<file path="src/rtl/dual_grant_scheduler_pkg.sv">
// Shared types and constants for the dual-grant request scheduler.
// The popcount helper sizes the coalesce increment for one cycle of requests.
package dual_grant_pkg;

    localparam int N_REQ = 12;
    localparam int IDX_W = 4;
    localparam int CNT_W = 8;

    typedef logic [N_REQ-1:0] req_vec_t;

    typedef struct packed {
        logic [IDX_W-1:0] first;
        logic [IDX_W-1:0] second;
        logic             second_vld;
    } grant_pair_t;

    typedef enum logic {OUT_EMPTY, OUT_FULL} out_state_t;

    function automatic logic [IDX_W:0] popcount(req_vec_t v);
        logic [IDX_W:0] n;
        n = '0;
        for (int i = 0; i < N_REQ; i++) n = n + (IDX_W+1)'(v[i]);
        return n;
    endfunction

endpackage

</file>
<file path="src/rtl/dual_grant_scheduler_top2_select.sv">
// Combinational search for the two highest-index set bits of a request vector.
// Returns the index pair plus a one-hot-or-two-hot mask of the bits chosen.
module top2_select
    import dual_grant_pkg::*;
(
    input  logic [N_REQ-1:0] req,
    output grant_pair_t      pair,
    output logic             any_vld,
    output logic [N_REQ-1:0] mask
);

    always_comb begin
        pair    = '0;
        any_vld = 1'b0;
        mask    = '0;
        for (int i = N_REQ - 1; i >= 0; i--) begin
            if (req[i]) begin
                if (!any_vld) begin
                    pair.first = IDX_W'(i);
                    any_vld    = 1'b1;
                    mask[i]    = 1'b1;
                end else if (!pair.second_vld) begin
                    pair.second     = IDX_W'(i);
                    pair.second_vld = 1'b1;
                    mask[i]         = 1'b1;
                end
            end
        end
    end

endmodule

</file>
<file path="src/rtl/dual_grant_scheduler.sv">
// Sticky request collector that issues the two highest pending sources per
// cycle over valid/ready, and counts requests that coalesce onto pending bits.
module dual_grant_scheduler
    import dual_grant_pkg::*;
(
    input  logic                clk,
    input  logic                rst_n,
    input  logic [N_REQ-1:0]    req_set,
    input  logic                flush,
    output logic                out_valid,
    input  logic                out_ready,
    output logic [IDX_W-1:0]    out_first,
    output logic [IDX_W-1:0]    out_second,
    output logic                out_second_vld,
    output logic [N_REQ-1:0]    pending,
    output logic [CNT_W-1:0]    coalesce_cnt
);

    out_state_t       state, state_next;
    grant_pair_t      out_pair;
    grant_pair_t      sel_pair;
    logic             sel_any;
    logic [N_REQ-1:0] sel_mask;
    logic             load;
    logic [N_REQ-1:0] grant_mask;
    logic [CNT_W:0]   cnt_sum;
    logic [CNT_W-1:0] cnt_next;

    // Selection looks only at the registered vector, never at this cycle's req_set.
    top2_select u_sel (
        .req     (pending),
        .pair    (sel_pair),
        .any_vld (sel_any),
        .mask    (sel_mask)
    );

    assign load       = (state == OUT_EMPTY || out_ready) && sel_any && !flush;
    assign grant_mask = load ? sel_mask : '0;

    always_comb begin
        state_next = state;
        if (flush)
            state_next = OUT_EMPTY;
        else if (load)
            state_next = OUT_FULL;
        else if (state == OUT_FULL && out_ready)
            state_next = OUT_EMPTY;
    end

    assign cnt_sum  = {1'b0, coalesce_cnt}
                    + (CNT_W+1)'(popcount(req_set & pending & ~grant_mask));
    assign cnt_next = cnt_sum[CNT_W] ? '1 : cnt_sum[CNT_W-1:0];

    always_ff @(posedge clk or negedge rst_n) begin
        if (!rst_n) begin
            state        <= OUT_EMPTY;
            pending      <= '0;
            out_pair     <= '0;
            coalesce_cnt <= '0;
        end else begin
            state        <= state_next;
            coalesce_cnt <= cnt_next;
            // A request landing on a bit granted this cycle re-arms it.
            pending      <= flush ? req_set : ((pending & ~grant_mask) | req_set);
            if (load)
                out_pair <= sel_pair;
            else if (flush || (state == OUT_FULL && out_ready))
                out_pair <= '0;
        end
    end

    assign out_valid      = (state == OUT_FULL);
    assign out_first      = out_pair.first;
    assign out_second     = out_pair.second;
    assign out_second_vld = out_pair.second_vld;

endmodule

</file>
<file path="config.mk">
export PLATFORM = sky130hd
export DESIGN_NAME = dual_grant_scheduler
export DESIGN_NICKNAME = d
export VERILOG_FILES = /design/src/rtl/dual_grant_scheduler_pkg.sv /design/src/rtl/dual_grant_scheduler_top2_select.sv /design/src/rtl/dual_grant_scheduler.sv
export SDC_FILE = /design/constraint.sdc
export NUM_CORES = 1
export LEC_CHECK = 0
export CORE_MARGIN = 2
export CORE_UTILIZATION = 32
export CTS_CLUSTER_SIZE = 28
export DETAILED_ROUTE_END_ITERATION = 8
export GPL_ROUTABILITY_DRIVEN = 1
export PLACE_DENSITY_LB_ADDON = 0.2
export SKIP_LAST_GASP = 1
export SLEW_MARGIN = 20
export SYNTH_ARGS = -nofsm -noshare
export SYNTH_HDL_FRONTEND = slang
export SYNTH_HIERARCHICAL = 1
export SYNTH_SLANG_ARGS = --single-unit
</file>
<file path="constraint.sdc">
create_clock -name clk -period 12.8 [get_ports clk]
set_input_delay 2.56 -clock clk [delete_from_list [all_inputs] [get_ports clk]]
set_output_delay 2.56 -clock clk [all_outputs]
set_load 0.05 [all_outputs]
</file>
==> out/metrics.csv <==
metric,value,unit
status,finished clean,
Syn Std Cell Area,2645,µm²
Final nets,373,
ant diodes,0,
Max Cap Viol,0,
Final Util,39.84,%
final worst-path cycle share,60.82,%
CTS H-tree lvls,2,
GR Util met1,23.50,%
Yosys cell types,69,
RR Endpoint,coalesce_cnt[5]$_DFF_PN0_,
reg-to-reg setup timing slack,5.85,ns
met2 GRT Util,27.42,%
kind of critical path,in -> reg,
Antenna Nets Post-Route,0,
largest net degree at the start of global routing,31,
crit-path max FO,21,
DRC viols,0,
#FFs+latches synth,30,
Worst-path clk slew,0.07,ns
met3 Resource Use GR,2.554,%
CTS tree,done,
"Hold-fix buffers, CTS",0,
dominant cells by area after synthesis,"dfrtp_1, ha_1, fa_1",
Die Ht,94.92,µm
clock sink count,30,
FF-to-FF Start,pending[11]$_DFF_PN0_,
syn_nets,339,
Critical Path AT,7.95,ns
vias per inst,5.432,
share of layout cells above drive strength 1,9.199,%
sequential share of the synthesized area,28.38,%
"Remaining Overflow, GRT",0,
mean routed wirelength per cell,16.04,µm
CTS Root Cell,clkbuf_8,
mean post-synth cell area,8.758,µm²
ys async rst share,100.0,%
hold path startpoint,out_first[3]$_DFFE_PN0P_,
# resized after CTS,0,
antenna violations before repair,0,
skew final,0.009831,ns
post-route design area,3224,µm²
Die Width,94.92,µm
cells after synthesis,302,
synth warn,6,
I/O Buffers,45,
DR iter-0 viols,167,
Clock Tree Buf Depth,2,
Final setup viols,0,
Rel. slew slack,42.88,%
grt peak-use layer,met2,
Lkg Pwr,1.278,nW
HP Class,reg -> reg,
total wire length,7.090,mm
Crit. End Element,flip-flop,
FF-to-FF path depth,21,
Final GP Congestion,0.8458,
Fmax,128.5,MHz
Startpoint Class,primary input,
Max Slew Vio Count,0,
top cell type's share of synthesized area,28.38,%
clk_lat worst skew,0.29,ns
Hold Path Sink,out_first[3]$_DFFE_PN0P_,
die area,9009,µm²
Core Footprint,8093,µm²
IO Pins,46,
area grow syn2layout,21.90,%
"Req. time, crit path",12.96,ns
Synth area leader,dfrtp_1,
CTS Buf Count,5,
min cycle time layout,7.784,ns
Hold Crit Depth,1,
Pwr Density,172.3,nW/µm²
peak supply drop,0.1512,mV
Final Hold Vio Count,0,
# rows,33,
routed vias,2401,
GRT Total Usage,16.80,%
vias in the first global route,2362,
initial core utilization,32.68,%
post-CTS setup buffers,0,
measured slew at the worst slew-check pin,0.8559,ns
Post-DP Area,3129,µm²
setup_tns,0,ns
"Top FF cell, synth",dfrtp_1,
first-pass GRT wire length,11.87,mm
number of synthesized flops with an enable pin,0,
RSZ-0062 raised after global routing,false,
HPWL after DPL,5.223,mm
DR pass1 iterations,4,
-- worst max-delay path: stages --
cell	delay, ns
clkdlybuf4s50_1	0.51
nor3b_4	0.77
nand2_1	0.15
and3_1	0.23
fa_1	0.50
inv_1	0.05
fa_1	0.50
fa_1	0.54
inv_1	0.05
fa_1	0.52
fa_1	0.48
fa_1	0.41
a21oi_1	0.21
o21ai_1	0.16
nand2_1	0.18
o21ai_0	0.11
-- kinds of logic (layout without fill, tap and decap cells) --
kind of cell	count (synthesis)	count (layout)	synth area share, %
AND/OR/NAND/NOR	108	108	22.23
AO/OA/AOI/OAI	99	99	27.63
buffers and inverters	35	70	6.243
flip-flops	30	30	28.38
adder cells (fa/ha/maj)	23	23	12.96
multiplexers	4	4	1.561
XOR/XNOR	3	3	0.9936
-- cell usage after synthesis (2+ instances only) --
| cell type | instances |
|---|---|
| buf_2 | 3 |
| ha_1 | 13 |
| dfrtp_1 | 30 |
| nor2_1 | 26 |
| xnor2_1 | 3 |
| a211oi_1 | 5 |
| o22ai_1 | 3 |
| o21ai_0 | 7 |
| o21a_1 | 5 |
| and2_1 | 2 |
| o21bai_1 | 2 |
| buf_4 | 2 |
| nor4_1 | 2 |
| nand2b_1 | 3 |
| a31oi_1 | 3 |
| nand2_1 | 29 |
| or2_2 | 2 |
| inv_1 | 15 |
| maj3_1 | 2 |
| nor3_1 | 5 |
| o211ai_1 | 4 |
| a21oi_1 | 23 |
| nor2b_1 | 5 |
| or3_1 | 4 |
| buf_6 | 3 |
| a21boi_0 | 2 |
| and3_1 | 7 |
| mux2i_1 | 3 |
| a31o_1 | 11 |
| a22o_1 | 9 |
| o21ai_1 | 2 |
| nor4b_1 | 2 |
| clkbuf_1 | 11 |
| fa_1 | 8 |
| nand3_1 | 8 |
| o31ai_1 | 2 |
| a211o_1 | 2 |
| nor3b_2 | 2 |
| a21o_1 | 2 |
-- metrics by stage --
stage | std cells | worst slack [ns] | hold WS [ns] | power, mW
final | 442 | 5.016 | 0.5046 | 0.5555
after global routing | 442 | 4.654 | 0.5329 | 0.6061
after CTS | 442 | 4.982 | 0.5115 | 0.5630
after detailed placement | 434 | 4.690 | 0.4903 | 0.4798
after global placement | 434 | 4.806 | 0.4933 | 0.4787
after floorplan | 302 | 5.943 | 0.8071 | 0.3940
-- how the worst max path moves through the flow --
stage / to / cells past startpoint / start
final: coalesce_cnt[5]$_DFF_PN0_ / 16 / flush
after global routing: coalesce_cnt[5]$_DFF_PN0_ / 16 / flush
after CTS: coalesce_cnt[5]$_DFF_PN0_ / 16 / flush
after detailed placement: coalesce_cnt[5]$_DFF_PN0_ / 16 / flush
after global placement: coalesce_cnt[5]$_DFF_PN0_ / 16 / flush
after floorplan: coalesce_cnt[6]$_DFF_PN0_ / 17 / out_ready
-- layer usage --
| layer | up-vias | part of all wire [%] |
|---|---|---|
| met5 | - | 0 |
| met1 | 1173 | 49 |
| met2 | 44 | 47 |
| met4 | 0 | 0.92 |
| li1 | 1179 | - |
| met3 | 5 | 2.6 |
-- layout make-up --
cell class / count / area [µm²]
multi-input combinational: 237 / 1729
clock buffer: 6 / 82.58
inverter: 16 / 60.06
sequential: 30 / 750.7
clock inverter: 2 / 12.51
fill: 839 / 4868
tap: 105 / 131.4
timing repair buffer: 46 / 457.9
-- where the power goes --
group          leakage [nW]  total [mW]  switching (mW)  internal (mW)
logic                 0.882       0.332           0.194          0.138
clock network        0.0472      0.0813          0.0381         0.0432
registers             0.349       0.142          0.0254          0.116
total                  1.28       0.556           0.257          0.298
-- cell usage in the layout, fill, tap and decap left out, drive strengths merged, types with 4 or more instances in the layout --
cell           synthesis  final
a211oi                 6      6
a21oi                 23     23
a22o                   9      9
a31o                  12     12
and3                   7      7
clkbuf                11      6
clkdlybuf4s50          0     45
dfrtp                 30     30
fa                     8      8
ha                    13     13
inv                   16     16
nand2                 30     30
nand3                  8      8
nor2                  27     27
nor2b                  6      6
nor3                   6      6
o211ai                 4      4
o21a                   5      5
o21ai                 10     10
or3                    4      4
-- flip-flops by register name (all words and copies together) (netlist names) --
name            cells
out_first           4
out_valid           1
out_second          4
pending            12
out_second_vld      1
coalesce_cnt        8
(Power assumes the default switching activity.)
